### src/rtl/divmod_iter.sv
// divmod_iter: iterative restoring divider producing quotient and remainder, BITS_PER_CYCLE
// quotient bits per cycle, with zero-test early exit, divide-by-zero path and abort.
module divmod_iter #(
   parameter int WIDTH          = 32,
   parameter int BITS_PER_CYCLE = 1
) (
   input  logic             clk,
   input  logic             rst_n,
   input  logic             valid_i,
   output logic             ready_i,
   input  logic             mode_i,
   input  logic [WIDTH-1:0] a,
   input  logic [WIDTH-1:0] b,
   input  logic             abort_i,
   output logic [WIDTH-1:0] quotient,
   output logic [WIDTH-1:0] remainder,
   output logic             is_zero,
   output logic             div_by_zero,
   output logic             valid_o,
   input  logic             ready_o
);
   localparam int N  = WIDTH / BITS_PER_CYCLE;
   localparam int CW = $clog2(N + 1);

   generate
      if (WIDTH < 2 || BITS_PER_CYCLE < 1 || WIDTH % BITS_PER_CYCLE != 0) begin : g_bad_param
         $error("divmod_iter: WIDTH must be >= 2 and a multiple of BITS_PER_CYCLE");
      end
   endgenerate

   typedef enum logic [1:0] {IDLE, RUN, DONE} state_t;

   state_t           state;
   logic [WIDTH-1:0] dvd;
   logic [WIDTH-1:0] dvs;
   logic [WIDTH-1:0] quo;
   logic [WIDTH:0]   rem;
   logic             mode;
   logic [CW-1:0]    cnt;
   logic [WIDTH:0]   r_nx;
   logic [WIDTH-1:0] d_nx;
   logic [WIDTH-1:0] q_nx;
   logic             last;

   // dvd shifts left as bits are consumed, so it is zero once no set dividend bits remain
   always_comb begin
      r_nx = rem;
      d_nx = dvd;
      q_nx = quo;
      for (int i = 0; i < BITS_PER_CYCLE; i++) begin
         r_nx = {r_nx[WIDTH-1:0], d_nx[WIDTH-1]};
         d_nx = d_nx << 1;
         q_nx = {q_nx[WIDTH-2:0], r_nx >= {1'b0, dvs}};
         r_nx = q_nx[0] ? r_nx - {1'b0, dvs} : r_nx;
      end
      last = cnt == CW'(1) || (mode && r_nx == '0 && d_nx == '0);
   end

   always_ff @(posedge clk) begin
      if (!rst_n) begin
         state       <= IDLE;
         ready_i     <= 1'b1;
         valid_o     <= 1'b0;
         quotient    <= '0;
         remainder   <= '0;
         is_zero     <= 1'b0;
         div_by_zero <= 1'b0;
      end else begin
         case (state)
            IDLE: if (valid_i && ready_i) begin
               ready_i <= 1'b0;
               if (b == '0) begin
                  state       <= DONE;
                  valid_o     <= 1'b1;
                  quotient    <= '1;
                  remainder   <= a;
                  is_zero     <= 1'b0;
                  div_by_zero <= 1'b1;
               end else begin
                  state <= RUN;
                  dvd   <= a;
                  dvs   <= b;
                  mode  <= mode_i;
                  rem   <= '0;
                  quo   <= '0;
                  cnt   <= CW'(N);
               end
            end
            RUN: if (abort_i) begin
               state   <= IDLE;
               ready_i <= 1'b1;
            end else begin
               rem <= r_nx;
               dvd <= d_nx;
               quo <= q_nx;
               cnt <= cnt - CW'(1);
               if (last) begin
                  state       <= DONE;
                  valid_o     <= 1'b1;
                  quotient    <= mode ? '0 : q_nx;
                  remainder   <= r_nx[WIDTH-1:0];
                  is_zero     <= r_nx[WIDTH-1:0] == '0;
                  div_by_zero <= 1'b0;
               end
            end
            DONE: if (ready_o) begin
               state   <= IDLE;
               valid_o <= 1'b0;
               ready_i <= 1'b1;
            end
            default: state <= IDLE;
         endcase
      end
   end
endmodule

### config.mk
export PLATFORM = sky130hd
export DESIGN_NAME = divmod_iter
export DESIGN_NICKNAME = d
export VERILOG_FILES = /design/src/rtl/divmod_iter.sv
export SDC_FILE = /design/constraint.sdc
export NUM_CORES = 1
export LEC_CHECK = 0
export CORE_ASPECT_RATIO = 1.25
export CORE_MARGIN = 1
export CORE_UTILIZATION = 45
export DETAILED_ROUTE_END_ITERATION = 10
export PLACE_DENSITY = 0.71
export SLEW_MARGIN = 5
export SYNTH_ARGS = -nofsm -noshare
export SYNTH_HDL_FRONTEND = slang
export SYNTH_SLANG_ARGS = --single-unit
### constraint.sdc
create_clock -name clk -period 6.47 [get_ports clk]
set_input_delay 1.6175 -clock clk [delete_from_list [all_inputs] [get_ports clk]]
set_output_delay 1.6175 -clock clk [all_outputs]
set_load 0.005 [all_outputs]
==> results.toml, run 1 <==
[die]
dieArea_mm2 = 0.02547
initial_core_util_pct = 45.74
chipHeight_um = 178.2
io_pins = 138
num_rows = 64
fp.coreArea_mm2 = 0.02442
dieWidth_um = 142.9

[cts]
ctsHoldBuffers = 0
cts.path.max_buffers = 3
cts.clk_slew.worst_paths_ps = 60
cts_made_buffers = 21
clk_latency_ps = 500
cts_tree = "built"
cts_setup_buffers = 0
clkSinkCount = 204
cts-resized-gates = 0
cts_max_level = 1
root_buffer = "clkbuf_16"

[yosys]
synth_warnings = 0
synth_edf_count = 134
ys.flop_type = "edfxtp_1"
ys_seq_elements = 204
yosys-top-cells-count = "nand2_1, edfxtp_1, nor2_1, o21ai_0, mux2i_1"
synth_most_common_cell = "nand2_1"
async_reset_ff_share_pct = 0
synthesis.area_mm2 = 0.01117
synth_cell_types = 72
ys_seq_area_share_pct = 48.56
syn_nets = 1284
syn_inst = 1175
synthTopCellsByArea = "edfxtp_1, dfxtp_1, mux2i_1"
yosysTopAreaCell = "edfxtp_1"
synth.avg_cell_area_um2 = 9.508
synth_top_area_share_pct = 36.02

[sta]
finalSetupTns_ps = 0
whs_ps = 461.1
finalHoldViolations = 0
finalSetupViolations = 0
fmax_ghz = 0.1981
slew_headroom_pct = 27.68
finalCritPeriodShare_pct = 78.00
finalCriticalPeriod_ps = 5047
finalMaxSlewViolations = 0
tightest_slew_ps = 1081
skew_ps = 16.63
rsz0062_at_grt = "no"

[placement]
dpl.hpwl_mm = 22.93
numPortBuffers = 137
place_inst = 1586
gp_congestion = 0.9434

[global_route]
antenna_found_initial = 0
use_met2_pct = 42.42
grt_pass1_vias = 8945
busiest_layer = "met2"
grt_usage_pct = 24.70
met1_usage_pct = 30.71
grt_pass1_wl_mm = 48.36
grt_use_met3_pct = 3.893
grt-ovfl-total = 0
grt_max_degree = 90

[critical_path]
path_cells = "ha_1 > a21oi_1 > o21ai_0 > nand2_1 > nand4_1 > a311oi_4 > buf_4 > a2111oi_0 > xor2_1 > nor3_1 > and4_4 > o21ai_4 > buf_4 > mux2i_1"
worstSetupEndpointType = "flip-flop"
start_kind = "flip-flop"
slowest_delay_ps = 850
worst_path_max_delay_cell = "o21ai_4"
critPathRequiredTime_ps = 6880
ff2ff_path_depth = 14
worstPathArrival_ps = 5460
worstSetupPathType = "reg -> reg"
critPathMaxFanout = 25
path_delay_family = "compound AO/OA/AOI/OAI gates"
crit_buf_inv = 2
cp_num_cells = 14
worst_path_most_repeated_cell = "buf_4"

[drt]
final_antenna_net_count = 0
firstDrtPassIters = 5
wl_per_cell_um = 19.18
drt_iter0_drc = 609
wl_mm = 31.10
vias = 9004
drc_errors = 0
routed_via_density = 5.551

[pwr]
p_per_area_mw_per_mm2 = 405.2
cellLeakagePower_nw = 5.467
ir_drop_mv = 0.2035

[final_layout]
drive_above_1_share_pct = 5.031
nets = 1388
syn_to_final_growth_pct = 19.80
antennaDiodeCount = 0
fin_cells = 1622

[run_status]
outcome = "finished clean"

[run]
drv_cap = 0

[worst_hold_path]
holdPathStages = 2
hold_class = "reg -> reg"
-- registers in the layout (all words and copies together), names as in the netlist --
register,cells
mode,1
valid_o,1
cnt,6
quotient,32
dvs,32
dvd,32
quo,31
rem,32
state,2
remainder,32
is_zero,1
div_by_zero,1
ready_i,1
-- where the power goes --
part | switching (mW) | total (mW) | internal (mW)
combinational | 1.43 | 2.28 | 0.858
sequential | 0.195 | 2.00 | 1.80
clock | 0.490 | 1.14 | 0.650
-- through the flow --
step	utilization, %	power [mW]	setup slack [ps]	instance area, um2
6_report	54.80	5.424	1423	13380
5_1_grt	54.80	5.759	1132	13380
4_1_cts	54.80	5.444	1471	13380
3_5_place_dp	52.19	4.285	1523	12750
3_3_place_gp	52.19	4.276	1580	12750
2_1_floorplan	-	3.538	1422	11170
-- cells in the final DEF (no fill, tap or decap), types with 4 or more instances in the layout --
cell and count:
nor3_1 17, mux2i_1 82, a211oi_1 8, buf_4 11, nand3b_1 4, nor2_1 91, o211a_1 4, o31ai_1 6
nor2b_1 38, a21o_1 20, clkdlybuf4s50_1 136, edfxtp_1 134, clkbuf_16 21, o21a_1 12, ha_1 37, nand4_1 21
or4_1 4, o21ai_1 4, dfxtp_1 70, nand2b_1 8, a31oi_1 6, nand3_1 8, inv_1 58, and2_1 22
nand2_1 202, and3_1 6, xor2_1 12, xnor2_1 16, clkinv_2 4, o21ai_0 92, nor4_1 25, a21oi_1 47
clkbuf_8 5
-- kinds of logic (layout without fill, tap and decap cells) --
group | after synthesis | in the layout | share of synthesized area (%)
compound gates | 231 | 231 | 12.85
simple gates | 464 | 464 | 19.60
mux | 84 | 84 | 7.548
buf+inv | 125 | 242 | 4.816
flops | 204 | 204 | 48.56
fa+ha+maj | 39 | 39 | 4.435
xor+xnor | 28 | 28 | 2.195
-- worst register-to-register path: cells and delay by family, from the launching register on --
kind / cells / cell delay, ps
adders and majority gates: 1 / 460
buffers and inverters: 2 / 820
xor gates and xnor gates: 1 / 220
muxes: 1 / 260
AOI/OAI and AO/OA: 5 / 2050
DFF: 1 / 490
and+or+nand+nor: 4 / 660
-- worst paths after layout --
| check | startpoint | end | slack [ps] |
|---|---|---|---|
| hold reg to reg | remainder[25]$_SDFFE_PN0P_ | remainder[25]$_SDFFE_PN0P_ | 460 |
| setup reg to reg | rem[25]$_SDFFCE_PN0P_ | quotient[26]$_SDFFE_PN0P_ | 1420 |
| setup / recovery | rem[25]$_SDFFCE_PN0P_ | quotient[26]$_SDFFE_PN0P_ | 1420 |
| hold / removal | remainder[25]$_SDFFE_PN0P_ | remainder[25]$_SDFFE_PN0P_ | 460 |
-- per-layer routing --
layer,up-vias,wire length [um]
li1,4364,-
met3,59,1638
met2,236,15260
met4,0,1173
met5,-,0
met1,4345,13030
-- cell type report --
class | count | area [um2]
Clock inverter | 7 | 31.28
Multi-Input combinational cell | 846 | 5244
Sequential cell | 204 | 5425
Inverter | 59 | 221.5
Tap cell | 330 | 412.9
Fill cell | 2193 | 11040
Timing Repair Buffer | 147 | 1444
Clock buffer | 29 | 605.6
Note: power is estimated with default switching activity, not from simulation.
==> run 2: changes to the inputs <==
--- a/config.mk
+++ b/config.mk
@@ -9,7 +9,7 @@
 export CORE_MARGIN = 1
 export CORE_UTILIZATION = 45
 export DETAILED_ROUTE_END_ITERATION = 10
-export PLACE_DENSITY = 0.71
+export PLACE_DENSITY = 0.73
 export SLEW_MARGIN = 5
 export SYNTH_ARGS = -nofsm -noshare
 export SYNTH_HDL_FRONTEND = slang
==> constraint.sdc (replaced) <==
create_clock -name clk -period 4.6 [get_ports clk]
set_input_delay 1.15 -clock clk [delete_from_list [all_inputs] [get_ports clk]]
set_output_delay 1.15 -clock clk [all_outputs]
set_load 0.005 [all_outputs]
==> run 2 against run 1 <==
Effect of this change: worst hold slack worse by 2.8 ps; core utilization rose by 0.91 points; via count down 0.28%; clock power is 51% higher; critical path type unchanged.
==> results.toml, run 2 (same netlist as run 1, synthesis figures left out) <==
[run_status]
outcome = "finished clean"

[placement]
gp_congestion = 0.9680
dp_slack_ps = 53.33
place_inst = 1599
post_dp_cell_area_mm2 = 0.01289
numPortBuffers = 137
dpl.hpwl_mm = 23.01

[final_layout]
syn_to_final_growth_pct = 21.79
antennaDiodeCount = 0
drive_above_1_share_pct = 6.427
nets = 1401
stdcell_area_mm2 = 0.01361
final_common_cell = "nand2_1"
layout_common_cells = "nand2_1, clkdlybuf4s50_1, edfxtp_1"
fin_cells = 1637
fill_cells = 2167

[cts]
cts_max_level = 1
cts_setup_buffers = 0
cts_tree = "built"
root_buffer = "clkbuf_16"
clk_latency_ps = 510
cts-resized-gates = 0
clkSinkCount = 204
cts_made_buffers = 21
cts.path.max_buffers = 3
ctsHoldBuffers = 0
cts.clk_slew.worst_paths_ps = 60

[critical_path]
cp-startpoint = "dvd[31]$_DFFE_PP_"
worstSetupPathType = "reg -> reg"
worst_path_max_delay_cell = "or4b_1"
critPathRequiredTime_ps = 4980
path_cells = "inv_1 > ha_1 > fa_1 > nand2b_1 > a211oi_4 > o21ba_2 > nor2_1 > o31ai_2 > xor2_1 > or4b_1 > a221oi_2 > and4_4 > o21ai_4 > buf_4 > mux2i_1"
slowest_delay_ps = 540
critPathMaxFanout = 14
start_kind = "flip-flop"
worst_r2r_endpoint = "quotient[2]$_SDFFE_PN0P_"
ff2ff_path_depth = 15
rrSetupSlack_ps = 160
crit_buf_inv = 2
r2r_start = "dvd[31]$_DFFE_PP_"
path_delay_family = "compound AO/OA/AOI/OAI gates"
worstSetupEndpointType = "flip-flop"
worstPathArrival_ps = 4820

[sta]
slew_headroom_pct = 38.29
skew_ps = 24.16
finalMaxSlewViolations = 0
tightest_slew_ps = 924.3
finalCritPeriodShare_pct = 96.49
finalSetupViolations = 0
fin_ws_ps = 161.5
finalHoldViolations = 0
whs_ps = 458.3
finalCriticalPeriod_ps = 4438
fmax_ghz = 0.2253

[global_route]
grt-ovfl-total = 0
antenna_found_initial = 0
grt_max_degree = 95
grt_usage_pct = 24.34
grt_pass1_wl_mm = 47.44
grt_pass1_vias = 8840

[worst_hold_path]
holdPathStages = 2
hold_class = "reg -> reg"
min_to = "quotient[22]$_SDFFE_PN0P_"
hold_path_startpoint = "quotient[22]$_SDFFE_PN0P_"

[drt]
routed_via_density = 5.485
firstDrtPassIters = 5
highest_layer = "met4"
final_antenna_net_count = 0
met3_length_mm = 1.579
wl_per_cell_um = 18.77
vias = 8979
wl_met2_mm = 14.80
wl_mm = 30.73
drt_iter0_drc = 605
wl_met1_mm = 12.95
drc_errors = 0

[die]
initial_core_util_pct = 45.74
dieWidth_um = 142.9
fp.coreArea_mm2 = 0.02442
dieArea_mm2 = 0.02547
num_rows = 64
chipHeight_um = 178.2
io_pins = 138

[pwr]
ir_drop_mv = 0.3725
cellLeakagePower_nw = 5.573
p_total_mw = 7.851
p_per_area_mw_per_mm2 = 577.0

[run]
drv_cap = 0
[run 2: cell types whose count changed in the layout (fill, tap and decap cells not counted), moves of 2 or more]
| cell | delta |
|---|---|
| buf_4 | +10 |
| bufinv_16 | +2 |
| buf_12 | +3 |
| clkbuf_8 | -5 |
| clkinv_4 | +2 |
| inv_6 | +2 |
[run 2: layout make-up]
| cell class | instances | area (um2) | area share, % |
|---|---|---|---|
| Sequential cell | 204 | 5425 | 39.87 |
| Multi-Input combinational cell | 846 | 5276 | 38.78 |
| Timing Repair Buffer | 160 | 1579 | 11.60 |
| Clock buffer | 24 | 558.0 | 4.101 |
| Tap cell | 330 | 412.9 | 3.034 |
| Inverter | 59 | 221.5 | 1.628 |
| Clock inverter | 14 | 133.9 | 0.9839 |
[run 2: metrics by stage]
| stage | TNS (ps) | utilization (%) |
|---|---|---|
| floorplan | 0 | - |
| global placement | 0 | 52.77 |
| detailed placement | 0 | 52.77 |
| CTS | 0 | 55.60 |
| global route | -16.07 | 55.71 |
| finish | 0 | 55.71 |
[run 2: per-layer routing]
metal,vias to the layer above,track usage (%)
met2,259,41.16
li1,4397,-
met4,0,11.29
met5,-,0
met1,4249,30.48
met3,74,3.705
[run 2: worst max-delay path by stage]
| stage | to | depth (start not counted) |
|---|---|---|
| detailed placement | quotient[11]$_SDFFE_PN0P_ | 15 |
| global placement | quotient[1]$_SDFFE_PN0P_ | 15 |
| CTS | quotient[2]$_SDFFE_PN0P_ | 15 |
| floorplan | cnt[0]$_SDFFCE_PN0P_ | 3 |
| finish | quotient[2]$_SDFFE_PN0P_ | 15 |
| global route | quotient[2]$_SDFFE_PN0P_ | 15 |
[run 2: worst min-delay path, cell delays in order, from the launching register on]
cell and delay (ps):
dfxtp_1 310, nand2_1 50, mux2i_1 60
[run 2: report_power, final]
group,switching [mW],internal [mW]
registers,0.254,2.53
logic,2.07,1.27
clock network,0.728,0.993
==> run 3: changes to the inputs <==
--- a/config.mk
+++ b/config.mk
@@ -5,7 +5,7 @@
 export SDC_FILE = /design/constraint.sdc
 export NUM_CORES = 1
 export LEC_CHECK = 0
-export CORE_ASPECT_RATIO = 1.25
+export CORE_ASPECT_RATIO = 0.8
 export CORE_MARGIN = 1
 export CORE_UTILIZATION = 45
 export DETAILED_ROUTE_END_ITERATION = 10
==> run 3 against run 2 <==
Effect of this change: clock skew fell by 11 ps; global-route usage shrank 0.11 points; critical path type unchanged; critical endpoint is now remainder[27]$_SDFFE_PN0P_; cell area grew 0.52%.
==> results.toml, run 3 (same netlist as run 1, synthesis figures left out) <==
[run_status]
outcome = "finished clean"

[drt]
wl_mm = 31.05
drc_errors = 0
wl_per_cell_um = 19.13
firstDrtPassIters = 5
vias = 9058
routed_via_density = 5.581
final_antenna_net_count = 0
drt_iter0_drc = 693

[critical_path]
worstSetupEndpointType = "flip-flop"
path_cells = "inv_1 > ha_1 > fa_1 > nand2b_1 > a211oi_4 > o21ai_2 > xor2_1 > nand2_1 > or4_1 > or4_1 > o21ai_2 > and4_4 > o21ai_4 > buf_12 > mux2i_1"
rrSetupSlack_ps = 160
slowest_delay_ps = 580
r2r_start = "dvd[31]$_DFFE_PP_"
critPathMaxFanout = 29
critPathRequiredTime_ps = 5000
worstPathArrival_ps = 4830
worstSetupPathType = "reg -> reg"
worst_r2r_endpoint = "remainder[27]$_SDFFE_PN0P_"
worst_path_max_delay_cell = "or4_1"
ff2ff_path_depth = 15
start_kind = "flip-flop"

[cts]
cts_max_level = 1
cts.path.max_buffers = 3
cts_made_buffers = 23
clk_latency_ps = 530
cts.clk_slew.worst_paths_ps = 60
clkSinkCount = 204
root_buffer = "clkbuf_16"
cts_tree = "built"

[placement]
dpl.hpwl_mm = 22.61
dp_slack_ps = 81.42
numPortBuffers = 137
gp_congestion = 0.9756
place_inst = 1579

[pwr]
cellLeakagePower_nw = 5.606
internal-power_mw = 4.903
pwr-share-seq_pct = 35.0
p_clk_share_pct = 23.8
p_comb_share_pct = 41.3
p_switching_mw = 3.116
p_per_area_mw_per_mm2 = 586.3
p_total_mw = 8.019
swShare_pct = 38.86
ir_drop_mv = 0.2743

[global_route]
grt-ovfl-total = 0
grt_pass1_wl_mm = 47.49
grt_max_degree = 88
grt_usage_pct = 24.23
antenna_found_initial = 0
grt_pass1_vias = 8506

[sta]
rsz0062_at_grt = "no"
fmax_ghz = 0.2254
finalMaxSlewViolations = 0
slew_headroom_pct = 20.34
skew_ps = 12.88
finalCritPeriodShare_pct = 96.44
fin_ws_ps = 163.6
finalSetupViolations = 0
finalHoldViolations = 0
finalSetupTns_ps = 0
tightest_slew_ps = 1192
finalCriticalPeriod_ps = 4436

[final_layout]
multi_input_area_mm2 = 0.005270
antennaDiodeCount = 0
drive_above_1_share_pct = 6.590
seq_area_mm2 = 0.005425
layout_common_cells = "nand2_1, clkdlybuf4s50_1, edfxtp_1"
nets = 1397
fin_cells = 1623
fill_cells = 2122
final_common_cell = "nand2_1"
syn_to_final_growth_pct = 22.42

[die]
initial_core_util_pct = 45.83
chipHeight_um = 142.9
dieArea_mm2 = 0.02546
num_rows = 51
dieWidth_um = 178.2
io_pins = 138
fp.coreArea_mm2 = 0.02438

[worst_hold_path]
holdPathStages = 2
hold_path_startpoint = "remainder[22]$_SDFFE_PN0P_"
hold_class = "reg -> reg"
min_to = "remainder[22]$_SDFFE_PN0P_"

[run]
drv_cap = 0
## run 3: power groups by stage
stage | combinational, mW | clock (mW) | sequential (mW)
2_1_floorplan | 2.20 | 0 | 2.77
3_3_place_gp | 3.22 | 0 | 2.82
3_5_place_dp | 3.23 | 0 | 2.83
4_1_cts | 3.26 | 1.93 | 2.80
5_1_grt | 3.63 | 2.01 | 2.85
6_report | 3.31 | 1.91 | 2.80
## run 3: metrics by stage
step	utilization, %	cell area, um2	hold WS (ps)
after global placement	52.66	12840	445.8
after global routing	56.11	13680	474.9
final	56.11	13680	457.6
after floorplan	-	11170	451.1
after CTS	55.96	13640	460.2
after detailed placement	52.66	12840	451.3
## run 3: cell type report
type                            instances  area share, %
Clock inverter                         11         0.6861
Multi-Input combinational cell        846          38.53
Clock buffer                           31          5.187
Tap cell                              318          2.909
Timing Repair Buffer                  154          11.40
Sequential cell                       204          39.67
Inverter                               59          1.619
## run 3: repair_timing
item	CTS	global route
resized for setup	0	4
buffers inserted	0	2
setup endpoints to repair	0	65
hold buffers	0	0
## run 3: worst max-delay path by stage
| stage | startpoint | end | slack [ps] | cells past startpoint |
|---|---|---|---|---|
| after CTS | dvd[31]$_DFFE_PP_ | remainder[10]$_SDFFE_PN0P_ | 80 | 15 |
| final | dvd[31]$_DFFE_PP_ | remainder[27]$_SDFFE_PN0P_ | 160 | 15 |
| after detailed placement | dvd[31]$_DFFE_PP_ | remainder[10]$_SDFFE_PN0P_ | 80 | 15 |
| after floorplan | rst_n | cnt[0]$_SDFFCE_PN0P_ | 20 | 3 |
| after global placement | dvd[31]$_DFFE_PP_ | remainder[0]$_SDFFE_PN0P_ | 40 | 15 |
| after global routing | dvd[31]$_DFFE_PP_ | remainder[19]$_SDFFE_PN0P_ | 10 | 15 |
## run 3: routing by layer
layer	wire length (um)	track usage, %	vias to the layer above
met5	0	0	-
met4	569	5.578	0
met3	2118	3.168	45
met2	13520	36.90	330
met1	14850	36.28	4291
li1	-	-	4392
## run 3: worst max-delay path: cells and delay by family (launching register included)
| kind | cells | cell delay, ps |
|---|---|---|
| AO/OA/AOI/OAI | 4 | 840 |
| XOR/XNOR | 1 | 220 |
| adder cells (fa/ha/maj) | 2 | 620 |
| buffers and inverters | 2 | 310 |
| flip-flops | 1 | 440 |
| multiplexers | 1 | 150 |
| AND/OR/NAND/NOR | 5 | 1700 |
